**src/rtl/pic_cmd_sequencer.sv**
```systemverilog
// Host-side programmer for an 8259A-compatible PIC: issues the ICW1..ICW4 init
// sequence and single OCW writes over the PIC CPU bus with programmable timing.
module pic_cmd_sequencer #(
    parameter int unsigned SETUP_CYCLES    = 1,
    parameter int unsigned WR_LOW_CYCLES   = 2,
    parameter int unsigned RECOVERY_CYCLES = 2
) (
    input  logic       clk,
    input  logic       reset_n,
    input  logic       init_start,
    input  logic       cfg_ltim,
    input  logic       cfg_sngl,
    input  logic       cfg_ic4,
    input  logic [4:0] cfg_vec_base,
    input  logic [7:0] cfg_cascade,
    input  logic       cfg_aeoi,
    input  logic       cfg_upm,
    input  logic       ocw_req,
    input  logic [1:0] ocw_sel,
    input  logic [7:0] ocw_data,
    output logic       ocw_ack,
    output logic       ocw_err,
    output logic       busy,
    output logic       initialized,
    output logic       init_done,
    output logic       pic_cs_n,
    output logic       pic_wr_n,
    output logic       pic_a0,
    output logic [7:0] pic_data,
    output logic       pic_data_oe
);

    localparam int unsigned CNT_W = 8;
    localparam logic [CNT_W-1:0] SETUP_LD = CNT_W'(SETUP_CYCLES - 1);
    localparam logic [CNT_W-1:0] WR_LD    = CNT_W'(WR_LOW_CYCLES - 1);
    localparam logic [CNT_W-1:0] REC_LD   = CNT_W'(RECOVERY_CYCLES - 1);

    typedef enum logic [2:0] {
        S_IDLE,
        S_SETUP,
        S_STROBE,
        S_HOLD,
        S_RECOVER
    } state_t;

    state_t           state_q, state_d;
    logic [CNT_W-1:0] cnt_q, cnt_d;
    logic             init_mode_q, init_mode_d;
    logic [1:0]       idx_q, idx_d;
    logic             pending_q, pending_d;
    logic             sngl_q, sngl_d, ic4_q, ic4_d, aeoi_q, aeoi_d, upm_q, upm_d;
    logic [4:0]       vec_q, vec_d;
    logic [7:0]       casc_q, casc_d;
    logic             ack_q, ack_d, err_q, err_d, busy_q, busy_d;
    logic             initialized_q, initialized_d, init_done_q, init_done_d;
    logic             cs_n_q, cs_n_d, wr_n_q, wr_n_d, a0_q, a0_d, oe_q, oe_d;
    logic [7:0]       data_q, data_d;
    logic             has_next;
    logic [1:0]       next_idx;
    logic [7:0]       next_word;

    // Successor of the current init word, skipping ICW3/ICW4 per the snapshot.
    always_comb begin
        has_next  = 1'b0;
        next_idx  = 2'd0;
        next_word = 8'h00;
        case (idx_q)
            2'd0: begin
                has_next = 1'b1;
                next_idx = 2'd1;
            end
            2'd1: begin
                if (!sngl_q) begin
                    has_next = 1'b1;
                    next_idx = 2'd2;
                end else if (ic4_q) begin
                    has_next = 1'b1;
                    next_idx = 2'd3;
                end
            end
            2'd2: begin
                has_next = ic4_q;
                next_idx = 2'd3;
            end
            default: has_next = 1'b0;
        endcase
        case (next_idx)
            2'd1:    next_word = {vec_q, 3'b000};
            2'd2:    next_word = casc_q;
            2'd3:    next_word = {6'b000000, aeoi_q, upm_q};
            default: next_word = 8'h00;
        endcase
    end

    always_comb begin
        state_d       = state_q;
        cnt_d         = cnt_q;
        init_mode_d   = init_mode_q;
        idx_d         = idx_q;
        pending_d     = pending_q;
        sngl_d        = sngl_q;
        ic4_d         = ic4_q;
        aeoi_d        = aeoi_q;
        upm_d         = upm_q;
        vec_d         = vec_q;
        casc_d        = casc_q;
        ack_d         = 1'b0;
        err_d         = 1'b0;
        init_done_d   = 1'b0;
        initialized_d = initialized_q;
        a0_d          = a0_q;
        data_d        = data_q;

        if (init_start && (state_q != S_IDLE)) begin
            pending_d = 1'b1;
        end

        case (state_q)
            S_IDLE: begin
                if (init_start || pending_q) begin
                    pending_d     = 1'b0;
                    initialized_d = 1'b0;
                    init_mode_d   = 1'b1;
                    idx_d         = 2'd0;
                    sngl_d        = cfg_sngl;
                    ic4_d         = cfg_ic4;
                    aeoi_d        = cfg_aeoi;
                    upm_d         = cfg_upm;
                    vec_d         = cfg_vec_base;
                    casc_d        = cfg_cascade;
                    state_d       = S_SETUP;
                    cnt_d         = SETUP_LD;
                    a0_d          = 1'b0;
                    data_d        = {3'b000, 1'b1, cfg_ltim, 1'b0, cfg_sngl, cfg_ic4};
                end else if (ocw_req && !ack_q && !err_q) begin
                    // A request still high right after its ack/err is not a new one.
                    if (initialized_q && (ocw_sel != 2'd0)) begin
                        ack_d       = 1'b1;
                        init_mode_d = 1'b0;
                        state_d     = S_SETUP;
                        cnt_d       = SETUP_LD;
                        case (ocw_sel)
                            2'd1: begin
                                a0_d   = 1'b1;
                                data_d = ocw_data;
                            end
                            2'd2: begin
                                a0_d   = 1'b0;
                                data_d = {ocw_data[7:5], 2'b00, ocw_data[2:0]};
                            end
                            default: begin
                                a0_d   = 1'b0;
                                data_d = {1'b0, ocw_data[6:5], 2'b01, ocw_data[2:0]};
                            end
                        endcase
                    end else begin
                        err_d = 1'b1;
                    end
                end
            end
            S_SETUP: begin
                if (cnt_q == '0) begin
                    state_d = S_STROBE;
                    cnt_d   = WR_LD;
                end else begin
                    cnt_d = cnt_q - CNT_W'(1);
                end
            end
            S_STROBE: begin
                if (cnt_q == '0) begin
                    state_d = S_HOLD;
                    cnt_d   = '0;
                end else begin
                    cnt_d = cnt_q - CNT_W'(1);
                end
            end
            S_HOLD: begin
                state_d = S_RECOVER;
                cnt_d   = REC_LD;
            end
            S_RECOVER: begin
                if (cnt_q != '0) begin
                    cnt_d = cnt_q - CNT_W'(1);
                end else if (init_mode_q && has_next) begin
                    idx_d   = next_idx;
                    state_d = S_SETUP;
                    cnt_d   = SETUP_LD;
                    a0_d    = 1'b1;
                    data_d  = next_word;
                end else begin
                    state_d = S_IDLE;
                    if (init_mode_q) begin
                        init_done_d   = 1'b1;
                        initialized_d = 1'b1;
                        init_mode_d   = 1'b0;
                    end
                end
            end
            default: state_d = S_IDLE;
        endcase

        // Bus pins are registered decodes of the upcoming state.
        cs_n_d = !((state_d == S_SETUP) || (state_d == S_STROBE) || (state_d == S_HOLD));
        oe_d   = !cs_n_d;
        wr_n_d = (state_d != S_STROBE);
        busy_d = (state_d != S_IDLE);
    end

    always_ff @(posedge clk or negedge reset_n) begin
        if (!reset_n) begin
            state_q       <= S_IDLE;
            cnt_q         <= '0;
            init_mode_q   <= 1'b0;
            idx_q         <= 2'd0;
            pending_q     <= 1'b0;
            sngl_q        <= 1'b0;
            ic4_q         <= 1'b0;
            aeoi_q        <= 1'b0;
            upm_q         <= 1'b0;
            vec_q         <= '0;
            casc_q        <= '0;
            ack_q         <= 1'b0;
            err_q         <= 1'b0;
            busy_q        <= 1'b0;
            initialized_q <= 1'b0;
            init_done_q   <= 1'b0;
            cs_n_q        <= 1'b1;
            wr_n_q        <= 1'b1;
            a0_q          <= 1'b0;
            data_q        <= 8'h00;
            oe_q          <= 1'b0;
        end else begin
            state_q       <= state_d;
            cnt_q         <= cnt_d;
            init_mode_q   <= init_mode_d;
            idx_q         <= idx_d;
            pending_q     <= pending_d;
            sngl_q        <= sngl_d;
            ic4_q         <= ic4_d;
            aeoi_q        <= aeoi_d;
            upm_q         <= upm_d;
            vec_q         <= vec_d;
            casc_q        <= casc_d;
            ack_q         <= ack_d;
            err_q         <= err_d;
            busy_q        <= busy_d;
            initialized_q <= initialized_d;
            init_done_q   <= init_done_d;
            cs_n_q        <= cs_n_d;
            wr_n_q        <= wr_n_d;
            a0_q          <= a0_d;
            data_q        <= data_d;
            oe_q          <= oe_d;
        end
    end

    assign ocw_ack     = ack_q;
    assign ocw_err     = err_q;
    assign busy        = busy_q;
    assign initialized = initialized_q;
    assign init_done   = init_done_q;
    assign pic_cs_n    = cs_n_q;
    assign pic_wr_n    = wr_n_q;
    assign pic_a0      = a0_q;
    assign pic_data    = data_q;
    assign pic_data_oe = oe_q;

endmodule

```
**config.mk**
```make
export PLATFORM = sky130hd
export DESIGN_NAME = pic_cmd_sequencer
export DESIGN_NICKNAME = d
export VERILOG_FILES = /design/src/rtl/pic_cmd_sequencer.sv
export SDC_FILE = /design/constraint.sdc
export NUM_CORES = 1
export LEC_CHECK = 0
export BUFFER_PORTS_ARGS = -buffer_cell sky130_fd_sc_hd__buf_2
export CAP_MARGIN = 20
export CORE_ASPECT_RATIO = 0.5
export CORE_MARGIN = 4
export CORE_UTILIZATION = 50
export CTS_CLUSTER_SIZE = 16
export DETAILED_ROUTE_END_ITERATION = 10
export PLACE_DENSITY = 0.76
export REMOVE_ABC_BUFFERS = 1
export SETUP_SLACK_MARGIN = 0.4
export SLEW_MARGIN = 40
export SYNTH_ARGS = -nofsm -noshare
export SYNTH_HDL_FRONTEND = slang
export SYNTH_SLANG_ARGS = --single-unit
export TNS_END_PERCENT = 100
```
**constraint.sdc**
```tcl
create_clock -name clk -period 2.15 [get_ports clk]
set_clock_uncertainty 0.05 [all_clocks]
set_input_delay 0.1075 -clock clk [delete_from_list [all_inputs] [get_ports clk]]
set_output_delay 0.1075 -clock clk [all_outputs]
set_load 0.005 [all_outputs]
```
==> impl_metrics.csv <==
group,metric,value,unit
global_route,antenna_found_initial,0,
sta,slew_headroom,68.1,%
drt,vias,2514,
place,placed_cell_area,3090,um2
sta,setup_ws,-0.0251,ns
global_route,overflow,0,
drt,postRouteAntennaNets,0,
cells_and_area,fin_nets,416,
synth,synth_area_leaders,"dfrtp_1 45%, nand2_1 9.4%, mux2_2 3.5%, a21oi_1 2.5%, nor2_1 2.3%",
die,rows,18,
synth,synth_edf_count,0,
die,die-area,6500,um2
drt,drt-pass1-iter-count,4,
critical_path,critPathMaxFanout,4,
cells_and_area,drive_gt1_share,34.4,%
place,place_hpwl,4.82,mm
die,core,4980,um2
clocking,clkSinkCount,49,
place,portBuffers,48,
synth,syn_area,2600,um2
critical_path,path_class,"flip-flop to flip-flop",
sta,setup_viol,1,
hold_path,hold_path_startpoint,"ocw_data[6]",
sta,worstMarginPinSlew,0.478,ns
synth,ys_async_sr_fraction,100,%
critical_path,endpoint_kind,"flip-flop",
place,pre_cts_ws,-0.0822,ns
critical_path,critPathBufInv,3,
sta,holdWs,0.124,ns
die,start_util,52.3,%
critical_path,crit_slowest_cell,"or4b_4",
place,gp_congestion,0.860,
synth,yosysSeqAreaShare,47.2,%
critical_path,path_cells,"inv_2 > ha_4 > or4b_4 > buf_4 > or2_4 > buf_4 > o211ai_1 > o21ai_1",
sta,rsz0062_at_grt,"yes",
die,die_h,59.0,um
global_route,grt_usage,23.8,%
synth,yosysMostFrequentCell,"nand2_1",
drt,drt-vias-per-instance,5.57,
synth,yosys_warnings,0,
global_route,grt_first_pass_wirelength,11.9,mm
clocking,clkLatencyLatePin,0.31,ns
run_status,violations,"setup timing",
pwr,vdd_drop_max,0.451,mV
critical_path,start_kind,"flip-flop",
clocking,clockRootBuffer,"clkbuf_8",
sta,finalCritPeriodShare,101,%
cells_and_area,layout.cells.non_filler,451,
job,max_cap_violations,0,
clocking,clkTransAtPathRegs,0.09,ns
hold_path,hp-class,"input port to flip-flop",
synth,yosys_register_bits,49,
synth,synth_cell_types,52,
critical_path,required,2.28,ns
synth,synth_top_area_share,45.1,%
critical_path,critPathMaxStageDelay,0.49,ns
clocking,htree_levels,2,
clocking,cts_tree,"built",
clocking,cts.path.max_buffers,2,
synth,synth_flop_cell,"dfrtp_1",
sta,fin_crit,2.18,ns
cells_and_area,n_antenna_cell,0,
sta,hold_viol,0,
clocking,cts_inserted_buffers,5,
critical_path,timing.rr.start,"cnt_q[1]",
critical_path,timing.critical_path.mode_cell,"buf_4",
cells_and_area,syn2layout_area_growth,39.4,%
critical_path,startpoint,"cnt_q[1]",
cells_and_area,fin_area,3630,um2
cells_and_area,utilization,73.0,%
drt,drtIter0Drc,161,
critical_path,critPathArrivalTime,2.30,ns
run_status,status,"finished, violations left",
place,placed_cells,418,
critical_path,rrSetupSlack,-0.03,ns
drt,drc,0,
global_route,grt_pass1_vias,2564,
pwr,power_density,490,nW/um2
pwr,leakage,1.69,nW
synth,avgSynthCellArea,9.14,um2
synth,post_synth_most_frequent_cells,"65 x nand2_1, 47 x dfrtp_1, 16 x nor2_1, 13 x a21oi_1, 12 x inv_1",
sta,drv_slew,0,
synth,synthCells,285,
drt,routed_wl,7.32,mm
sta,fmax,460,MHz
global_route,grt_start_max_net_pins,32,
critical_path,cpLargestDelayFamily,"simple AND/OR/NAND/NOR gates",
die,pin_count,49,
die,die_w,110,um
drt,route.detailed.wl_per_inst,16.2,um
synth,synth_top_cell_by_area,"dfrtp_1",
## state kept, by name, summed over array words and instances, names as in the netlist, 2 cells and up
name,cells
idx_q,2
pic_data,8
cnt_q,8
state_q,3
vec_q,5
casc_q,8
## cell type report
type / instances / area, um2
multi-input combinational: 212 / 1470
fill: 331 / 1350
sequential: 49 / 1230
timing repair buffer: 100 / 691
tap: 70 / 87.6
clock buffer: 6 / 72.6
inverter: 12 / 45.0
clock inverter: 2 / 38.8
## cell families (layout without fill, tap and decap cells)
group | count (synthesis) | after routing | share of synthesized area, %
xor+xnor | 1 | 1 | 0.336
fa+ha+maj | 4 | 4 | 1.92
compound gates | 62 | 63 | 17.4
flops | 49 | 49 | 47.2
simple gates | 133 | 133 | 24.7
mux | 11 | 11 | 4.61
buf+inv | 25 | 120 | 3.84
## worst min-delay path, stage by stage
cell and delay, ns:
buf_2 0.08, nand3_1 0.06, o21ai_0 0.08, mux2_4 0.14
## cell usage in the layout, fill, tap and decap left out, types with 2 or more instances in the layout
| master | instances |
|---|---|
| buf_2 | 48 |
| nor3_1 | 4 |
| o21a_1 | 2 |
| mux2_4 | 8 |
| clkbuf_8 | 5 |
| or3_4 | 3 |
| o2bb2ai_4 | 2 |
| dlygate4sd3_1 | 18 |
| dfstp_2 | 2 |
| o22ai_1 | 4 |
| nor4b_2 | 2 |
| a21oi_1 | 10 |
| o211ai_1 | 4 |
| dfrtp_1 | 47 |
| nor2_1 | 16 |
| nand3_1 | 10 |
| nand2b_1 | 6 |
| mux2i_1 | 3 |
| nor3b_1 | 3 |
| nor2b_1 | 8 |
| buf_4 | 30 |
| inv_2 | 2 |
| ha_1 | 3 |
| a21oi_2 | 3 |
| or2_2 | 2 |
| buf_6 | 4 |
| nand2_1 | 64 |
| or4_1 | 2 |
| a221oi_2 | 2 |
| inv_1 | 10 |
| o32ai_1 | 2 |
| a2bb2oi_1 | 2 |
| o21ai_0 | 7 |
| a31oi_1 | 2 |
| o21ai_1 | 4 |
| a211oi_1 | 2 |
| o2bb2ai_1 | 2 |
## metrics by stage
step	power, W	TNS [ns]
floorplan	0.00102	-1.30
global placement	0.00108	-0.00248
detailed placement	0.00109	-0.831
CTS	0.00179	0
global route	0.00185	-0.237
finish	0.00178	-0.0251
## where the power goes
| part | switching (W) | leakage [nW] | total [W] | internal [W] |
|---|---|---|---|---|
| sequential | 0.0000155 | 0.592 | 0.000959 | 0.000944 |
| combinational | 0.0000663 | 1.05 | 0.000142 | 0.0000753 |
| clock | 0.000328 | 0.0554 | 0.000678 | 0.000350 |
## path summary, 6_finish.rpt
path,cells past startpoint,end
max,8,cnt_q[2]
min,4,pic_data[6]
max reg2reg,8,cnt_q[2]
min reg2reg,2,vec_q[2]
max in group asynchronous,3,state_q[0]
min in group asynchronous,2,upm_q
## per-layer routing
metal  GRT usage, %  up-vias  routed length [um]
met5              0        -                   0
met4           10.7        0                 218
met3           4.13       18                 361
met2           40.3       83                3510
met1           30.3     1212                3230
li1               -     1201                   -
## timing repair
action / CTS / global route
buffers inserted: 4 / 2
hold buffers: 18 / 0
pin swaps: 8 / 7
gates resized for setup: 29 / 15
cloned: 1 / 0
hold endpoints to repair: 33 / 0
endpoints found under the setup margin: 29 / 29
(Power assumes the default switching activity.)
